**src/rtl/agc_ctrl_pkg.sv**
```systemverilog
`default_nettype none
// +------------------------------------------------------------------+
// | agc_ctrl_pkg : shared types and constants for the AGC key ctrl   |
// | Revision     : 1.0                                               |
// +------------------------------------------------------------------+
package agc_ctrl_pkg;

  typedef enum logic [1:0] {
    ST_IDLE     = 2'd0,
    ST_EDIT     = 2'd1,
    ST_COMMIT   = 2'd2,
    ST_DEFAULTS = 2'd3
  } state_e;

  localparam int unsigned N_SRC     = 3;
  localparam int unsigned SRC_KEY   = 0;
  localparam int unsigned SRC_RIGHT = 1;
  localparam int unsigned SRC_LEFT  = 2;

  localparam logic [1:0] ADDR_TARGET   = 2'd0;
  localparam logic [1:0] ADDR_ATTACK   = 2'd1;
  localparam logic [1:0] ADDR_RELEASE  = 2'd2;
  localparam logic [1:0] ADDR_MAX_GAIN = 2'd3;

  localparam logic [7:0] DEF_TARGET   = 8'hC0;
  localparam logic [7:0] MAX_TARGET   = 8'd255;
  localparam logic [7:0] DEF_ATTACK   = 8'd4;
  localparam logic [7:0] MAX_ATTACK   = 8'd15;
  localparam logic [7:0] DEF_RELEASE  = 8'd8;
  localparam logic [7:0] MAX_RELEASE  = 8'd15;
  localparam logic [7:0] DEF_MAX_GAIN = 8'd24;
  localparam logic [7:0] MAX_MAX_GAIN = 8'd48;

  function automatic logic [7:0] param_default(input logic [1:0] addr);
    case (addr)
      ADDR_TARGET:  param_default = DEF_TARGET;
      ADDR_ATTACK:  param_default = DEF_ATTACK;
      ADDR_RELEASE: param_default = DEF_RELEASE;
      default:      param_default = DEF_MAX_GAIN;
    endcase
  endfunction

  function automatic logic [7:0] param_max(input logic [1:0] addr);
    case (addr)
      ADDR_TARGET:  param_max = MAX_TARGET;
      ADDR_ATTACK:  param_max = MAX_ATTACK;
      ADDR_RELEASE: param_max = MAX_RELEASE;
      default:      param_max = MAX_MAX_GAIN;
    endcase
  endfunction

endpackage
`default_nettype wire

```
**src/rtl/agc_key_ctrl_if.sv**
```systemverilog
`default_nettype none
// +------------------------------------------------------------------+
// | agc_key_ctrl_if : valid/ready config write bus to the AGC core   |
// | Revision        : 1.0                                            |
// +------------------------------------------------------------------+
interface agc_key_ctrl_if;
  logic       cfg_valid;
  logic       cfg_ready;
  logic [1:0] cfg_addr;
  logic [7:0] cfg_data;

  modport master (output cfg_valid, output cfg_addr, output cfg_data, input cfg_ready);
  modport slave  (input cfg_valid, input cfg_addr, input cfg_data, output cfg_ready);
endinterface
`default_nettype wire

```
**src/rtl/key_evt_sync.sv**
```systemverilog
`default_nettype none
// +------------------------------------------------------------------+
// | key_evt_sync : sync, rising-edge detect and pending flags        |
// | Revision     : 1.0                                               |
// +------------------------------------------------------------------+
module key_evt_sync
  import agc_ctrl_pkg::*;
(
  input  logic             clk,
  input  logic             rst,
  input  logic [N_SRC-1:0] key_irq,
  input  logic [2:0]       key_value,
  input  logic [N_SRC-1:0] serve,
  output logic [N_SRC-1:0] pend,
  output logic [2:0]       key_code
);
  logic [N_SRC-1:0] sync1_q, sync2_q, prev_q, pend_q, pend_d, evt;
  logic [2:0]       code_q, code_d;

  // An edge that lands while its flag is still set (even on the serve cycle) is dropped.
  always_comb begin
    evt    = sync2_q & ~prev_q;
    pend_d = (pend_q & ~serve) | (evt & ~pend_q);
    code_d = (evt[SRC_KEY] && !pend_q[SRC_KEY]) ? key_value : code_q;
  end

  always_ff @(posedge clk or posedge rst) begin
    if (rst) begin
      sync1_q <= '0;
      sync2_q <= '0;
      prev_q  <= '0;
      pend_q  <= '0;
      code_q  <= '0;
    end else begin
      sync1_q <= key_irq;
      sync2_q <= sync1_q;
      prev_q  <= sync2_q;
      pend_q  <= pend_d;
      code_q  <= code_d;
    end
  end

  assign pend     = pend_q;
  assign key_code = code_q;
endmodule
`default_nettype wire

```
**src/rtl/agc_key_ctrl.sv**
```systemverilog
`default_nettype none
// +------------------------------------------------------------------+
// | agc_key_ctrl : key/encoder menu that edits and writes AGC params |
// | Revision     : 1.0                                               |
// +------------------------------------------------------------------+
module agc_key_ctrl
  import agc_ctrl_pkg::*;
#(
  parameter int unsigned CLK_HZ     = 50000000,
  parameter int unsigned TIMEOUT_MS = 5000
) (
  input  logic             clk,
  input  logic             rst,
  input  logic [2:0]       key_value,
  input  logic [N_SRC-1:0] key_irq,
  agc_key_ctrl_if.master   cfg,
  output logic [1:0]       menu_sel,
  output logic             edit_mode,
  output logic             bypass
);
  localparam int unsigned TIMEOUT_CYC  = CLK_HZ / 1000 * TIMEOUT_MS;
  localparam logic [31:0] TIMEOUT_LAST = 32'(TIMEOUT_CYC - 1);

  state_e           state_q, state_d;
  logic [1:0]       menu_q, menu_d, addr_q, addr_d, menu_nxt;
  logic [7:0]       shadow_q, shadow_d, data_q, data_d;
  logic [3:0][7:0]  regs_q, regs_d;
  logic             bypass_q, bypass_d, valid_q, valid_d, ret_edit_q, ret_edit_d, edit_q;
  logic [31:0]      timer_q, timer_d;
  logic [N_SRC-1:0] pend, serve;
  logic [2:0]       key_code;

  key_evt_sync u_evt (
    .clk       (clk),
    .rst       (rst),
    .key_irq   (key_irq),
    .key_value (key_value),
    .serve     (serve),
    .pend      (pend),
    .key_code  (key_code)
  );

  assign menu_nxt = menu_q + 2'd1;

  always_comb begin
    state_d    = state_q;
    menu_d     = menu_q;
    shadow_d   = shadow_q;
    regs_d     = regs_q;
    bypass_d   = bypass_q;
    valid_d    = valid_q;
    addr_d     = addr_q;
    data_d     = data_q;
    ret_edit_d = ret_edit_q;
    timer_d    = '0;
    serve      = '0;
    if (state_q == ST_IDLE || state_q == ST_EDIT) begin
      if (pend[SRC_KEY])        serve[SRC_KEY]   = 1'b1;
      else if (pend[SRC_RIGHT]) serve[SRC_RIGHT] = 1'b1;
      else if (pend[SRC_LEFT])  serve[SRC_LEFT]  = 1'b1;
    end
    case (state_q)
      ST_IDLE: begin
        if (serve[SRC_RIGHT])     menu_d = menu_q + 2'd1;
        else if (serve[SRC_LEFT]) menu_d = menu_q - 2'd1;
        else if (serve[SRC_KEY]) begin
          case (key_code)
            3'd1: begin
              shadow_d = regs_q[menu_q];
              state_d  = ST_EDIT;
            end
            3'd4:    bypass_d = ~bypass_q;
            3'd5:    state_d  = ST_DEFAULTS;
            default: ;
          endcase
        end
      end
      ST_EDIT: begin
        timer_d = timer_q + 32'd1;
        if (serve[SRC_RIGHT]) begin
          timer_d = '0;
          if (shadow_q != param_max(menu_q)) shadow_d = shadow_q + 8'd1;
        end else if (serve[SRC_LEFT]) begin
          timer_d = '0;
          if (shadow_q != 8'd0) shadow_d = shadow_q - 8'd1;
        end else if (serve[SRC_KEY]) begin
          timer_d = '0;
          case (key_code)
            3'd1, 3'd2: begin
              valid_d    = 1'b1;
              addr_d     = menu_q;
              data_d     = shadow_q;
              ret_edit_d = (key_code == 3'd1);
              state_d    = ST_COMMIT;
            end
            3'd3:    state_d = ST_IDLE;
            default: ;
          endcase
        end else if (timer_q >= TIMEOUT_LAST) begin
          state_d = ST_IDLE;
        end
      end
      ST_COMMIT: begin
        if (cfg.cfg_ready) begin
          regs_d[addr_q] = data_q;
          valid_d        = 1'b0;
          if (ret_edit_q) begin
            menu_d   = menu_nxt;
            shadow_d = regs_q[menu_nxt];
            state_d  = ST_EDIT;
          end else begin
            state_d  = ST_IDLE;
          end
        end
      end
      default: begin
        // DEFAULTS: first cycle raises the address-0 write, then walk 0..3.
        if (!valid_q) begin
          valid_d = 1'b1;
          addr_d  = ADDR_TARGET;
          data_d  = param_default(ADDR_TARGET);
        end else if (cfg.cfg_ready) begin
          regs_d[addr_q] = data_q;
          if (addr_q == ADDR_MAX_GAIN) begin
            valid_d = 1'b0;
            state_d = ST_IDLE;
          end else begin
            addr_d = addr_q + 2'd1;
            data_d = param_default(addr_q + 2'd1);
          end
        end
      end
    endcase
  end

  always_ff @(posedge clk or posedge rst) begin
    if (rst) begin
      state_q    <= ST_DEFAULTS;
      menu_q     <= '0;
      shadow_q   <= '0;
      regs_q     <= {DEF_MAX_GAIN, DEF_RELEASE, DEF_ATTACK, DEF_TARGET};
      bypass_q   <= 1'b0;
      valid_q    <= 1'b0;
      addr_q     <= '0;
      data_q     <= '0;
      ret_edit_q <= 1'b0;
      timer_q    <= '0;
      edit_q     <= 1'b0;
    end else begin
      state_q    <= state_d;
      menu_q     <= menu_d;
      shadow_q   <= shadow_d;
      regs_q     <= regs_d;
      bypass_q   <= bypass_d;
      valid_q    <= valid_d;
      addr_q     <= addr_d;
      data_q     <= data_d;
      ret_edit_q <= ret_edit_d;
      timer_q    <= timer_d;
      edit_q     <= (state_d == ST_EDIT);
    end
  end

  assign cfg.cfg_valid = valid_q;
  assign cfg.cfg_addr  = addr_q;
  assign cfg.cfg_data  = data_q;
  assign menu_sel      = menu_q;
  assign edit_mode     = edit_q;
  assign bypass        = bypass_q;
endmodule
`default_nettype wire

```
**src/flat_wrapper.sv**
```systemverilog
// flat-port wrapper written by rule: the top's interface ports become plain ports
module agc_key_ctrl_flat import agc_ctrl_pkg::*;
#(
  parameter int unsigned CLK_HZ     = 50000000,
  parameter int unsigned TIMEOUT_MS = 5000
)
  (clk, rst, key_value, key_irq, menu_sel, edit_mode, bypass, cfg_cfg_valid, cfg_cfg_addr, cfg_cfg_data, cfg_cfg_ready);
  agc_key_ctrl_if cfg_i ();
  input  logic clk;
  input  logic rst;
  input  logic [2:0] key_value;
  input  logic [N_SRC-1:0] key_irq;
  output logic [1:0] menu_sel;
  output logic edit_mode;
  output logic bypass;
  output wire logic [$bits(cfg_i.cfg_valid)-1:0] cfg_cfg_valid;
  output wire logic [$bits(cfg_i.cfg_addr)-1:0] cfg_cfg_addr;
  output wire logic [$bits(cfg_i.cfg_data)-1:0] cfg_cfg_data;
  input wire logic [$bits(cfg_i.cfg_ready)-1:0] cfg_cfg_ready;
  assign cfg_cfg_valid = cfg_i.cfg_valid;
  assign cfg_cfg_addr = cfg_i.cfg_addr;
  assign cfg_cfg_data = cfg_i.cfg_data;
  assign cfg_i.cfg_ready = cfg_cfg_ready;
  agc_key_ctrl #(.CLK_HZ(CLK_HZ), .TIMEOUT_MS(TIMEOUT_MS)) u_core (.clk(clk), .rst(rst), .key_value(key_value), .key_irq(key_irq), .cfg(cfg_i), .menu_sel(menu_sel), .edit_mode(edit_mode), .bypass(bypass));
endmodule
```
**config.mk**
```make
export PLATFORM = sky130hd
export DESIGN_NAME = agc_key_ctrl_flat
export DESIGN_NICKNAME = d
export VERILOG_FILES = /design/src/rtl/agc_ctrl_pkg.sv /design/src/rtl/agc_key_ctrl_if.sv /design/src/rtl/key_evt_sync.sv /design/src/rtl/agc_key_ctrl.sv /design/src/flat_wrapper.sv
export SDC_FILE = /design/constraint.sdc
export NUM_CORES = 1
export LEC_CHECK = 0
export ABC_AREA = 1
export ABC_CLOCK_PERIOD_IN_PS = 3000
export BUFFER_PORTS_ARGS = -buffer_cell sky130_fd_sc_hd__buf_4
export CORE_MARGIN = 4
export CORE_UTILIZATION = 45
export CTS_CLUSTER_DIAMETER = 50
export CTS_CLUSTER_SIZE = 24
export DETAILED_ROUTE_END_ITERATION = 8
export PLACE_DENSITY_LB_ADDON = 0.25
export SETUP_SLACK_MARGIN = 0.5
export SYNTH_ARGS = -nofsm -noshare
export SYNTH_HDL_FRONTEND = slang
export SYNTH_SLANG_ARGS = --single-unit
```
**constraint.sdc**
```tcl
create_clock -name clk -period 3 [get_ports clk]
set_input_delay 0.3 -clock clk [delete_from_list [all_inputs] [get_ports clk]]
set_output_delay 0.3 -clock clk [all_outputs]
set_load 0.02 [all_outputs]
```
== Word-level counts from Yosys, hierarchy flattened ==
Index checks and enable logic that the tools add are counted.

* Bits in registers: 105
* Output and inout port bits: 15
* Logic and storage cells: 175

* $add $sub $neg: 6
* $lt $le $gt $ge: 5
* Equality and inequality tests: 30
* Multiplexer cells: 80
* Bitwise gates (word level): 13
* Reduce and logical (&&, ||, !) cells: 22

{| class="wikitable"
|+ Operator list
! kind !! number
|-
| two-way mux 32 bit || 6
|-
| two-way mux 8 bit || 22
|-
| one-hot mux 32 bit (2 select lines) || 1
|-
| one-hot mux 8 bit (3 select lines) || 2
|-
| two-way mux 2 bit || 23
|-
| adder 32 x 1 -> 32 bit, second input constant || 1
|-
| binary-select mux 8 bit (select 2 bit) || 2
|-
| bitwise mux 32 bit || 1
|-
| greater-or-equal comparator 32 x 28 -> 1 bit, second input constant || 1
|-
| one-hot mux 8 bit (2 select lines) || 2
|-
| != test 2 bit, second input constant || 9
|-
| != test 3 bit, second input constant || 6
|-
| demux 8 bit (select 2 bit) || 1
|-
| one-hot mux 2 bit (2 select lines) || 4
|-
| two-way mux 1 bit || 13
|-
| AND reduction 10 bit || 1
|-
| AND reduction 5 bit || 2
|-
| bitwise AND 3 bit || 3
|-
| less-than comparator 2 x 3 -> 1 bit, second input constant || 3
|-
| NOT 3 bit || 3
|-
| adder 8 x 1 -> 8 bit, second input constant || 1
|-
| == test 2 x 1 -> 1 bit, second input constant || 4
|-
| == test 2 bit, second input constant || 4
|-
| != test 8 bit || 1
|-
| other kinds (25) || 40
|}

== Depth between registers and ports, before layout ==
Gate-level depths: netlist (run 1).

* Depth after elaboration: 10
* Mapped depth: 16
* Depth with buffers taken out: 16

== Modules after synthesis ==
Synthesis (run 1) repeated with hierarchy kept, for this count alone.

* Cells, all modules: 791
* Area, all modules: 6095.8 um^2

{| class="wikitable"
|+ Modules (own cells, without submodules)
! module !! instances !! cells each !! area each (um^2) !! seq. area each (um^2)
|-
| agc_key_ctrl || 1 || 756 || 5622.9 || 2262.2
|-
| key_evt_sync || 1 || 35 || 473.0 || 375.4
|}

== Least setup slack after synthesis (run 1) ==
OpenSTA, ideal clock, no wires.

* Kind: register -> register
* Start point: register u_core.state_q[0]
* End point: register u_core.shadow_q[6]
* Setup time: 0.087 ns
* Arrival time: 2.573 ns
* Required time: 2.913 ns
* Slack: 0.340 ns
* Cell stages (with the launch flop): 15
* Path buffers: 0
* Period minus slack after synthesis: 2.660 ns
* Cell sequence: dfstp_2 > ha_1 > nor2_1 > nor3_4 > inv_1 > ha_1 > nand2_1 > nand2_1 > a21oi_1 > or2_2 > nand2_1 > nand2_1 > nand3_1 > nand3_1 > a22oi_1

* Longest elaborated chain between the ends: 5
* Elaborated cells between the ends (all ways): 18

{| class="wikitable"
|+ Ends and longest elaborated chain
! item !! line !! text
|-
| from (decl) || agc_key_ctrl.sv:24 || <nowiki>state_e state_q, state_d;</nowiki>
|-
| from (signal assigned) || agc_key_ctrl.sv:150 || <nowiki>state_q <= state_d;</nowiki>
|-
| == test 2 x 1 -> 1 bit / logical NOT 2 bit (equally long branches) || agc_key_ctrl.sv:57, agc_key_ctrl.sv:62 ||
|-
| logical OR 1 bit || agc_key_ctrl.sv:57 || <nowiki>if (state_q == ST_IDLE || state_q == ST_EDIT) begin</nowiki>
|-
| two-way mux 3 bit || agc_key_ctrl.sv:57 ||
|-
| != test 3 bit (no line), or another cell as far along || -- ||
|-
| AND reduction 10 bit (no line) / one-hot mux 8 bit (3 select lines) (equally long branches) || -- ||
|-
| to (signal assigned) || agc_key_ctrl.sv:152 || <nowiki>shadow_q <= shadow_d;</nowiki>
|-
| to (decl) || agc_key_ctrl.sv:26 || <nowiki>logic [7:0] shadow_q, shadow_d, data_q, data_d;</nowiki>
|}

Several ways; a longest one is shown, not always the timed one.
A chain may end at the register's enable or synchronous reset.

== Final worst setup path (run 1) ==
* Start point: register u_core.state_q[0]
* End point: register u_core.shadow_q[7]

The elaborated chain is that of the path after synthesis.

==> results of run 1 <==
## worst paths after layout
kind / slack [ps] / depth (start not counted) / startpoint / end
max: 400 / 13 / u_core.state_q[0]$_DFF_PP1_ / u_core.shadow_q[7]$_DFFE_PP0P_
min: 20 / 2 / rst / u_core.timer_q[1]$_DFF_PP0_
max reg2reg: 400 / 13 / u_core.state_q[0]$_DFF_PP1_ / u_core.shadow_q[7]$_DFFE_PP0P_
min reg2reg: 350 / 0 / u_core.u_evt.sync1_q[1]$_DFF_PP0_ / u_core.u_evt.sync2_q[1]$_DFF_PP0_
max in group asynchronous: 2170 / 3 / rst / u_core.regs_q[27]$_DFFE_PP1P_
min in group clk: 50 / 1 / key_irq[2] / u_core.u_evt.sync1_q[2]$_DFF_PP0_
## cells in the final DEF (no fill, tap or decap), types with 4 or more instances in the layout
cell type | synthesis | layout
sky130_fd_sc_hd__inv_1 | 101 | 96
sky130_fd_sc_hd__nand3_1 | 25 | 22
sky130_fd_sc_hd__nor3_1 | 18 | 18
sky130_fd_sc_hd__dfstp_2 | 8 | 8
sky130_fd_sc_hd__o21ai_1 | 7 | 7
sky130_fd_sc_hd__nand2_1 | 154 | 148
sky130_fd_sc_hd__nand2_2 | 0 | 6
sky130_fd_sc_hd__buf_4 | 1 | 45
sky130_fd_sc_hd__ha_1 | 17 | 11
sky130_fd_sc_hd__o21ai_2 | 5 | 5
sky130_fd_sc_hd__o21ai_0 | 89 | 89
sky130_fd_sc_hd__clkbuf_16 | 0 | 9
sky130_fd_sc_hd__nor2_2 | 7 | 9
sky130_fd_sc_hd__a211oi_1 | 5 | 5
sky130_fd_sc_hd__nor4_1 | 8 | 8
sky130_fd_sc_hd__xor2_1 | 5 | 5
sky130_fd_sc_hd__ha_4 | 0 | 5
sky130_fd_sc_hd__a21oi_1 | 68 | 66
sky130_fd_sc_hd__nand3_2 | 1 | 4
sky130_fd_sc_hd__nand4_1 | 12 | 12
sky130_fd_sc_hd__dfrtp_1 | 97 | 97
sky130_fd_sc_hd__a31oi_1 | 5 | 5
sky130_fd_sc_hd__o211ai_1 | 4 | 4
sky130_fd_sc_hd__nor2_1 | 70 | 67
sky130_fd_sc_hd__inv_2 | 7 | 8
sky130_fd_sc_hd__mux2_2 | 12 | 12
## Yosys cell counts (all sizes together), types with 3 or more instances
cell      n
nand2   156
inv     108
o21ai   101
dfrtp    97
nor2     79
a21oi    68
nand3    27
nor3     22
ha       17
nand4    13
mux2     12
clkbuf    9
buf       8
dfstp     8
nor4      8
a211oi    5
a31oi     5
o211ai    5
xor2      5
o22ai     3
o31ai     3
## critical path, delay by kind of cell (launching register included)
kind	cells	cell delay (ps)
buf+inv	2	210
compound gates	2	210
fa+ha+maj	2	520
flops	1	580
simple gates	7	1000
## repair_timing
action                     4_1_cts  5_1_grt
setup buffers                    4       13
setup endpoints to repair       11       12
pin swaps                        2       12
gates resized for setup          2       20
## layout make-up
type / count / area share, %
Clock buffer: 12 / 3.53
Sequential cell: 105 / 37.7
Inverter: 110 / 6.09
Tap cell: 176 / 3.15
Clock inverter: 4 / 0.734
Timing Repair Buffer: 47 / 5.41
Multi-Input combinational cell: 544 / 43.4
## through the flow
step / hold slack (ps) / instances / setup slack [ps]
5_1_grt: 38.9 / 998 / 261
3_3_place_gp: 335 / 965 / 437
3_5_place_dp: 335 / 965 / 303
2_1_floorplan: 331 / 776 / 524
6_report: 18.8 / 998 / 399
4_1_cts: 32.8 / 985 / 485
## layer usage
layer  GRT usage (%)  vias up
met2            31.2      191
met4            5.81        0
li1                -     2672
met3            4.54       15
met1            29.8     2552
met5               0        -
## sequential cells by signal, summed over array words and instances (netlist names)
signal	flops
u_core.shadow_q	8
u_core.timer_q	32
u_core.menu_sel	2
u_core.u_evt.prev_q	3
u_core.cfg.cfg_valid	1
u_core.ret_edit_q	1
u_core.state_q	2
u_core.u_evt.sync2_q	3
u_core.regs_q	32
u_core.u_evt.key_code	3
u_core.edit_mode	1
u_core.u_evt.pend	3
u_core.cfg.cfg_data	8
u_core.cfg.cfg_addr	2
u_core.u_evt.sync1_q	3
u_core.bypass	1
## power groups by stage
stage / combinational, mW / sequential, mW / clock [mW]
2_1_floorplan: 2.48 / 2.26 / 0
3_3_place_gp: 3.42 / 2.25 / 0
5_1_grt: 4.43 / 2.31 / 1.29
4_1_cts: 3.58 / 2.24 / 1.23
3_5_place_dp: 3.52 / 2.27 / 0
6_report: 4.02 / 2.26 / 1.20
## kinds of logic (layout without fill, tap and decap cells)
| logic type | count (synthesis) | count (layout) | share of synthesized area (%) |
|---|---|---|---|
| compound gates | 200 | 200 | 18.2 |
| xor+xnor | 5 | 5 | 0.725 |
| fa+ha+maj | 18 | 18 | 3.85 |
| buf+inv | 127 | 173 | 8.12 |
| flops | 105 | 105 | 43.7 |
| mux | 12 | 12 | 2.24 |
| simple gates | 309 | 309 | 23.2 |
==> results.yml, run 1 <==
pwr:
  power_density_nw_per_um2: 1070
  switching_share_pct: 45.9
  share_comb_of_total_power_pct: 53.7
  max_vdd_drop_v: 0.000638
  p_switching_mw: 3.43
  power.sequential.fraction_pct: 30.2
  int_power_mw: 4.05
  power_leakage_nw: 3.08
  p_clk_share_pct: 16.1
  totalPowerFinal_mw: 7.48
route:
  detail-route-antenna-nets: 0
  route.met2.wl_mm: 6.80
  first_pass_iters: 6
  met3_wirelength_mm: 1.10
  detailroute.via_count: 5430
  highest_layer: "met4"
  residual_drc: 0
  drt-vias-per-instance: 5.44
  detail_route.iter0.violations: 418
  wl_per_cell_um: 15.3
  detail_route.wirelength.met1_mm: 7.24
  totalWireLength_mm: 15.3
clock_tree:
  worstSkewPairLatency_ps: 350
  cts.hold.buffers_added: 0
  cts-buffers-inserted: 9
  cts_tree: "yes"
  htreeDepth: 3
  clock_tree.root_cell: "sky130_fd_sc_hd__clkbuf_16"
  cts_num_sinks: 105
  clock_pin_transition_on_the_worst_setup_and_hold_timing_paths_ps: 70
  maximum_number_of_buffers_from_clock_root_to_sink: 2
synth:
  post_synth_num_cell_types: 49
  yosysWarnings: 0
  synthCells: 776
  synth_flop_cell: "sky130_fd_sc_hd__dfrtp_1"
  netlist.area_leader.share_pct: 40.2
  synth_async_sr_flop_share_pct: 100
  syn_area_per_cell_um2: 7.78
  count_of_flip_flops_with_a_built_in_enable_after_synthesis: 0
  number_of_register_bits_inferred_by_synthesis: 105
  synthDominantAreaCellType: "sky130_fd_sc_hd__dfrtp_1"
  combined_area_of_all_synthesized_cells_um2: 6040
  synth.area.top_cells: "sky130_fd_sc_hd__dfrtp_1 40%, sky130_fd_sc_hd__nand2_1 9.6%, sky130_fd_sc_hd__o21ai_0 7.4%"
  synth_fp_nets: 803
  synth_seq_area_share_pct: 43.7
global_routing:
  grt_pass1_wl_mm: 24.8
  grt_pass1_vias: 4998
  antenna_found_initial: 0
  pin_count_of_the_biggest_net_entering_global_routing: 80
  global_route.usage.total_pct: 20.6
  total_grt_overflow: 0
finish:
  area_delta_synth_final_pct: 15.8
  sequential_cell_area_um2: 2640
  post-route-cell-area_um2: 6990
  finish.net_count: 844
  multi_input_comb_area_um2: 3030
  drive_gt1_share_pct: 17.0
  fillerInstances: 1224
  postLayoutCoreUtil_pct: 53.0
  antenna_cells: 0
floorplan:
  floorplan.die.width_um: 124
  initial_utilization_pct: 45.8
  placement_rows: 42
  num_io_pins: 24
  die-height_um: 124
  core_area_um2: 13200
  fp.dieArea_um2: 15300
run:
  maxCapViolations: 0
setup_path:
  critical_path.startpoint_type: "register"
  end_kind: "register"
  slowest_cell_delay_on_critical_path_ps: 580
  critical_path_arrival_ps: 2880
  setup.worst_path.class: "reg -> reg"
  crit_path_top_delay_cell: "sky130_fd_sc_hd__dfstp_2"
  crit_path_cell_trace: "ha_4, nor2_4, nor3_4, inv_4, ha_1, inv_1, nor3_1, nand2_1, nand3_1, nand2_1, o211ai_1, nand2_1, o21ai_2"
  critPathMostFrequentCell: "sky130_fd_sc_hd__nand2_1"
  cp.required_ps: 3280
  critPathMaxFanout: 6
placed_design:
  place_area_um2: 6470
  detailedPlacementHpwl_mm: 10.9
  io_buffers: 23
  gp_congestion: 0.912
sta:
  setup_repair_after_global_routing_missed_its_margin: "yes"
  setup_tns_ps: 0
  timing.final.crit_period_ps: 2600
  fmax_ghz: 0.384
  finalMaxSlewViolations: 0
  relSlewSlack_pct: 55.8
  hold_violations: 0
  timing.final.crit_share_pct: 86.7
  fin_skew_ps: 5.13
  slew_at_the_pin_closest_to_its_max_slew_limit_ps: 662
  setup_violations: 0
run_status:
  status: "finished clean"
worst_hold_path:
  hp-class: "in -> async"
(Power assumes the default switching activity.)
==> run 2: changes to the inputs <==
--- a/config.mk
+++ b/config.mk
@@ -8,6 +8,7 @@
 export ABC_AREA = 1
 export ABC_CLOCK_PERIOD_IN_PS = 3000
 export BUFFER_PORTS_ARGS = -buffer_cell sky130_fd_sc_hd__buf_4
+export CORE_ASPECT_RATIO = 0.9
 export CORE_MARGIN = 4
 export CORE_UTILIZATION = 45
 export CTS_CLUSTER_DIAMETER = 50
@@ -15,6 +16,7 @@
 export DETAILED_ROUTE_END_ITERATION = 8
 export PLACE_DENSITY_LB_ADDON = 0.25
 export SETUP_SLACK_MARGIN = 0.5
+export SLEW_MARGIN = 20
 export SYNTH_ARGS = -nofsm -noshare
 export SYNTH_HDL_FRONTEND = slang
 export SYNTH_SLANG_ARGS = --single-unit
==> results.yml, run 2 (same netlist as run 1, synthesis figures left out) <==
finish:
  drive_gt1_share_pct: 16.3
  area_delta_synth_final_pct: 13.7
  antenna_cells: 0
  top_regs: "u_core.regs_q x32, u_core.timer_q x32"
  final_cell_mix: "151 x sky130_fd_sc_hd__nand2_1, 97 x sky130_fd_sc_hd__dfrtp_1, 96 x sky130_fd_sc_hd__inv_1"
  finish.net_count: 834
  layout_commonest_cell: "sky130_fd_sc_hd__nand2_1"
  final_cell_count_no_fill: 976
  fillerInstances: 1201
floorplan:
  initial_utilization_pct: 46.7
  die-height_um: 118
  fp.dieArea_um2: 15300
  num_io_pins: 24
  placement_rows: 39
  core_area_um2: 12900
  floorplan.die.width_um: 130
sta:
  setup_tns_ps: 0
  fin_skew_ps: 6.00
  setup_violations: 0
  timing.final.crit_share_pct: 84.3
  fmax_ghz: 0.396
  setup_repair_after_global_routing_missed_its_margin: "yes"
  slew_at_the_pin_closest_to_its_max_slew_limit_ps: 870
  relSlewSlack_pct: 42.0
  finalMaxSlewViolations: 0
  timing.final.crit_period_ps: 2530
  hold_slack_ps: 49.8
  hold_violations: 0
run:
  maxCapViolations: 0
setup_path:
  critical_path.startpoint_type: "register"
  rr_startpoint: "u_core.state_q[0]$_DFF_PP1_"
  setup.worst_path.class: "reg -> reg"
  end_kind: "register"
  rr_worst_depth: 12
  cp.required_ps: 3250
  critical_path_arrival_ps: 2770
  rr_endpoint: "u_core.shadow_q[7]$_DFFE_PP0P_"
  critPathMaxFanout: 6
  r2r_slack_ps: 470
route:
  detailroute.via_count: 5345
  drt-vias-per-instance: 5.48
  detail-route-antenna-nets: 0
  residual_drc: 0
  totalWireLength_mm: 15.3
  detail_route.iter0.violations: 626
  wl_per_cell_um: 15.7
  first_pass_iters: 5
global_routing:
  pin_count_of_the_biggest_net_entering_global_routing: 70
  total_grt_overflow: 0
  grt_pass1_wl_mm: 25.8
  grt_pass1_vias: 5126
  global_route.usage.total_pct: 20.9
  antenna_found_initial: 0
pwr:
  power_leakage_nw: 3.02
  power.sequential.fraction_pct: 31.2
  p_switching_mw: 3.45
  p_clk_share_pct: 15.6
  max_vdd_drop_v: 0.000784
  share_comb_of_total_power_pct: 53.2
  int_power_mw: 3.83
  totalPowerFinal_mw: 7.28
  switching_share_pct: 47.3
  power_density_nw_per_um2: 1060
placed_design:
  detailedPlacementHpwl_mm: 11.1
  io_buffers: 23
  gp_congestion: 0.919
  count_of_placed_standard_cells_including_taps: 956
clock_tree:
  cts-buffers-inserted: 9
  cts_num_sinks: 105
  maximum_number_of_buffers_from_clock_root_to_sink: 2
  clock_tree.root_cell: "sky130_fd_sc_hd__clkbuf_16"
  htreeDepth: 3
  cts_tree: "yes"
  worstSkewPairLatency_ps: 350
  clock_pin_transition_on_the_worst_setup_and_hold_timing_paths_ps: 70
worst_hold_path:
  worstHoldStart: "key_irq[0]"
  worstHoldPathCells: 1
  hp-class: "in -> reg"
  hold-path-endpoint: "u_core.u_evt.sync1_q[0]$_DFF_PP0_"
run_status:
  status: "finished clean"
[run 2: cell types whose count changed in the layout (fill, tap and decap cells not counted), sizes merged]
cell / delta
buf: -10
inv: +4
clkbuf: -2
bufinv: -1
clkinv: -1
[run 2: critical path: stages (launching register included)]
cell                       delay, ps
sky130_fd_sc_hd__dfstp_2         610
sky130_fd_sc_hd__ha_4            190
sky130_fd_sc_hd__nor2_4           50
sky130_fd_sc_hd__nor3_4          320
sky130_fd_sc_hd__inv_4           130
sky130_fd_sc_hd__ha_4            310
sky130_fd_sc_hd__inv_1            60
sky130_fd_sc_hd__o21ai_0         200
sky130_fd_sc_hd__a31oi_1         140
sky130_fd_sc_hd__a21oi_1         150
sky130_fd_sc_hd__o211ai_1        110
sky130_fd_sc_hd__nand2_1          90
sky130_fd_sc_hd__o21ai_2          50
[run 2: power by group through the flow]
stage          sequential, mW  clock, mW  combinational (mW)
3_3_place_gp             2.26          0                3.48
4_1_cts                  2.25       1.17                3.59
5_1_grt                  2.32       1.22                4.31
3_5_place_dp             2.27          0                3.56
6_report                 2.27       1.14                3.87
2_1_floorplan            2.26          0                2.48
[run 2: layer usage]
metal | part of all wire [%] | track usage (%)
met4 | 1.1 | 4.94
met3 | 6.0 | 4.54
met5 | 0 | 0
met1 | 50 | 32.7
met2 | 43 | 29.2
[run 2: how the worst max path moves through the flow]
stage	depth (start not counted)	slack, ps	endpoint	from
2_1_floorplan	13	520	u_core.shadow_q[5]$_DFFE_PP0P_	u_core.state_q[0]$_DFF_PP1_
3_3_place_gp	13	460	u_core.shadow_q[5]$_DFFE_PP0P_	u_core.state_q[0]$_DFF_PP1_
3_5_place_dp	13	400	u_core.shadow_q[5]$_DFFE_PP0P_	u_core.state_q[0]$_DFF_PP1_
4_1_cts	14	500	u_core.shadow_q[5]$_DFFE_PP0P_	u_core.state_q[0]$_DFF_PP1_
5_1_grt	15	350	u_core.shadow_q[6]$_DFFE_PP0P_	u_core.state_q[0]$_DFF_PP1_
6_report	12	470	u_core.shadow_q[7]$_DFFE_PP0P_	u_core.state_q[0]$_DFF_PP1_
[run 2: metrics by stage]
step,worst slack (ps),util (%),instance area (um2)
final,472,53.1,6860
after global routing,345,53.1,6860
after CTS,505,52.3,6760
after detailed placement,400,50.0,6460
after global placement,459,50.0,6460
after floorplan,524,-,6090
[run 2: layout make-up]
type	instances	area [um2]	area share (%)
clock buffer	10	229	3.34
clock inverter	6	51.3	0.748
inverter	110	420	6.13
multi-input combinational	544	3040	44.3
sequential	105	2640	38.4
tap	164	205	2.99
timing repair buffer	37	278	4.05
[run 2: timing repair]
| action | 4_1_cts | 5_1_grt |
|---|---|---|
| pin swaps | 1 | 4 |
| hold buffers | 0 | 0 |
| setup endpoints to repair | 12 | 17 |
| gates cloned | 0 | 0 |
| setup buffers | 2 | 2 |
| gates resized for setup | 2 | 20 |
==> run 3: changes to the inputs <==
--- a/config.mk
+++ b/config.mk
@@ -5,8 +5,8 @@
 export SDC_FILE = /design/constraint.sdc
 export NUM_CORES = 1
 export LEC_CHECK = 0
-export ABC_AREA = 1
-export ABC_CLOCK_PERIOD_IN_PS = 3000
+export ABC_AREA = 0
+export ABC_CLOCK_PERIOD_IN_PS = 2400
 export BUFFER_PORTS_ARGS = -buffer_cell sky130_fd_sc_hd__buf_4
 export CORE_ASPECT_RATIO = 0.9
 export CORE_MARGIN = 4
==> constraint.sdc (replaced) <==
create_clock -name clk -period 2.4 [get_ports clk]
set_input_delay 0.24 -clock clk [delete_from_list [all_inputs] [get_ports clk]]
set_output_delay 0.24 -clock clk [all_outputs]
set_load 0.02 [all_outputs]
==> results.yml, run 3 <==
run_status:
  failed_checks: "setup timing"
  status: "finished, violations left"
synth:
  synth_fa_ha_area_share_pct: 4.09
  synthDominantAreaCellType: "sky130_fd_sc_hd__dfrtp_1"
  count_of_flip_flops_with_a_built_in_enable_after_synthesis: 0
  yosysWarnings: 0
  post_synth_and_or_nand_nor_area_fraction_pct: 16.2
  synth.area.top_cells: "sky130_fd_sc_hd__dfrtp_1 43%, sky130_fd_sc_hd__mux2_2 8.1%, sky130_fd_sc_hd__mux4_2 6.3%"
  synth.most_common_cell: "sky130_fd_sc_hd__dfrtp_1"
  netlist.area_leader.share_pct: 42.6
  post_synth_num_cell_types: 59
  synth_flop_cell: "sky130_fd_sc_hd__dfrtp_1"
  combined_area_of_all_synthesized_cells_um2: 5690
  post_synth_mux_area_share_pct: 15.3
  number_of_register_bits_inferred_by_synthesis: 105
  synth_compound_area_share_pct: 10.8
  synth_fp_nets: 555
  synth_xor_xnor_area_share_pct: 4.77
  synth_async_sr_flop_share_pct: 100
  syn_area_per_cell_um2: 10.8
  synthCells: 528
  synth_seq_area_share_pct: 46.3
  synth_top_family_by_area: "simple AND/OR/NAND/NOR gates"
  yosys-top-cells-count: "97 x sky130_fd_sc_hd__dfrtp_1, 46 x sky130_fd_sc_hd__nor2_1, 41 x sky130_fd_sc_hd__mux2_2, 38 x sky130_fd_sc_hd__nand2_1"
pwr:
  int_power_mw: 5.95
  p_switching_mw: 3.95
  power.sequential.fraction_pct: 27.9
  power_density_nw_per_um2: 1310
  max_vdd_drop_v: 0.000571
  p_clk_share_pct: 16.3
  share_comb_of_total_power_pct: 55.8
  switching_share_pct: 39.9
  power_leakage_nw: 3.20
floorplan:
  die-height_um: 115
  placement_rows: 38
  initial_utilization_pct: 46.6
  num_io_pins: 24
  fp.dieArea_um2: 14500
  floorplan.die.width_um: 127
  core_area_um2: 12200
route:
  detail_route.wirelength.met1_mm: 6.80
  detail_route.iter0.violations: 375
  first_pass_iters: 5
  route.met2.wl_mm: 6.89
  met3_wirelength_um: 655
  detailroute.via_count: 4544
  highest_layer: "met4"
  detail-route-antenna-nets: 0
  drt-vias-per-instance: 5.89
  wl_per_cell_um: 19.0
  residual_drc: 0
  totalWireLength_mm: 14.7
clock_tree:
  htreeDepth: 3
  maximum_number_of_buffers_from_clock_root_to_sink: 2
  worstSkewPairLatency_ps: 360
  cts_num_sinks: 105
  clock_tree.root_cell: "sky130_fd_sc_hd__clkbuf_16"
  clock_pin_transition_on_the_worst_setup_and_hold_timing_paths_ps: 80
  cts_tree: "yes"
  cts-buffers-inserted: 9
finish:
  antenna_cells: 0
  layout_commonest_cell: "sky130_fd_sc_hd__dfrtp_1"
  drive_gt1_share_pct: 40.4
  top_regs: "u_core.regs_q x32, u_core.timer_q x32"
  post-route-cell-area_um2: 7560
  final_cell_mix: "95 x sky130_fd_sc_hd__dfrtp_1, 67 x sky130_fd_sc_hd__buf_4, 42 x sky130_fd_sc_hd__nor2_1"
  area_delta_synth_final_pct: 32.8
  finish.net_count: 634
setup_path:
  crit_path_top_delay_cell: "sky130_fd_sc_hd__dfstp_2"
  crit_path_cell_trace: "inv_2, ha_4, nor2_4, nor2_4, buf_4, fa_2, nor2b_4, o31ai_4, buf_4, a21oi_2, o211ai_1, mux2_4"
  critical_path_arrival_ps: 2750
  slowest_cell_delay_on_critical_path_ps: 580
  cp.required_ps: 2650
  rr_worst_depth: 12
  r2r_slack_ps: -100
  critPathMaxFanout: 4
  rr_startpoint: "u_core.state_q[0]$_DFF_PP1_"
  critical_path.startpoint_type: "register"
  setup.worst_path.class: "reg -> reg"
  end_kind: "register"
  rr_endpoint: "u_core.shadow_q[6]$_DFFE_PP0P_"
sta:
  fin_skew_ps: 8.95
  finalMaxSlewViolations: 0
  setup_repair_after_global_routing_missed_its_margin: "yes"
  setup_tns_ps: -252
  hold_violations: 0
  setup_violations: 5
  timing.final.crit_period_ps: 2500
  relSlewSlack_pct: 55.6
  fmax_ghz: 0.400
  slew_at_the_pin_closest_to_its_max_slew_limit_ps: 664
  setup_slack_ps: -100
  timing.final.crit_share_pct: 104
global_routing:
  antenna_found_initial: 0
  grt_pass1_wl_mm: 24.2
  grt_pass1_vias: 4552
  total_grt_overflow: 0
  pin_count_of_the_biggest_net_entering_global_routing: 38
  global_route.usage.total_pct: 21.1
placed_design:
  gp_congestion: 0.869
  detailedPlacementHpwl_mm: 9.49
  place_area_um2: 6490
  io_buffers: 23
worst_hold_path:
  worstHoldStart: "key_value[1]"
  hold-path-endpoint: "u_core.u_evt.key_code[1]$_DFFE_PP0P_"
  worstHoldPathCells: 3
  hp-class: "in -> reg"
run:
  maxCapViolations: 0
==> run 3: kinds of logic after synthesis <==
| logic type | Yosys count |
|---|---|
| buffers and inverters | 37 |
| and+or+nand+nor | 181 |
| muxes | 62 |
| xor gates and xnor gates | 31 |
| DFF | 105 |
| adders and majority gates | 18 |
| AOI/OAI and AO/OA | 94 |
==> run 3: worst max-delay path, delay by kind of cell (launching register included) <==
kind                       cells  cell delay [ps]
AOI/OAI and AO/OA              3              290
adders and majority gates      2              550
buffers and inverters          3              350
DFF                            1              580
muxes                          1              280
and+or+nand+nor                3              330
==> run 3: worst max path at each step <==
stage | startpoint | to | slack, ps
finish | u_core.state_q[0]$_DFF_PP1_ | u_core.shadow_q[6]$_DFFE_PP0P_ | -100
floorplan | u_core.state_q[0]$_DFF_PP1_ | u_core.shadow_q[7]$_DFFE_PP0P_ | -100
global placement | u_core.state_q[0]$_DFF_PP1_ | u_core.shadow_q[7]$_DFFE_PP0P_ | -30
global route | u_core.state_q[0]$_DFF_PP1_ | u_core.shadow_q[5]$_DFFE_PP0P_ | -180
detailed placement | u_core.state_q[0]$_DFF_PP1_ | u_core.shadow_q[5]$_DFFE_PP0P_ | -50
CTS | u_core.state_q[0]$_DFF_PP1_ | u_core.shadow_q[7]$_DFFE_PP0P_ | -70
==> run 3: routing by layer <==
layer,vias to the layer above,global-route usage (%)
met5,-,0
met4,0,5.43
met3,28,5.92
met2,100,33.0
met1,2309,29.1
li1,2107,-
==> run 3: final cells by class <==
type                       instances  area (um2)
inverter                          19        87.6
multi-input combinational        386        3540
fill                             938        4660
tap                              160         200
timing repair buffer              86         751
sequential                       105        2640
clock inverter                     7         110
clock buffer                       9         225
==> run 3: what timing repair did <==
item | 4_1_cts | 5_1_grt
setup buffers | 12 | 5
hold buffers | 4 | 0
endpoints found under the setup margin | 54 | 58
pin swaps | 21 | 17
resized for setup | 107 | 30
endpoints found under the hold margin | 26 | 0
==> run 3: metrics by stage <==
step	power (mW)	hold slack [ps]	utilization, %	setup slack (ps)	cells
after floorplan	5.66	271	-	-98.6	528
after global placement	6.87	337	53.1	-33.6	735
after detailed placement	6.98	335	53.1	-50.9	735
after CTS	9.57	103	60.6	-66.9	767
after global routing	10.5	110	61.8	-184	772
final	9.90	107	61.8	-100	772
==> run 3: power by group through the flow <==
stage                     logic (mW)  clock network, mW  registers [mW]
final                           5.52               1.61            2.77
after detailed placement        4.26                  0            2.72
after floorplan                 2.93                  0            2.73
after global routing            5.91               1.72            2.82
after global placement          4.19                  0            2.68
after CTS                       5.20               1.65            2.72
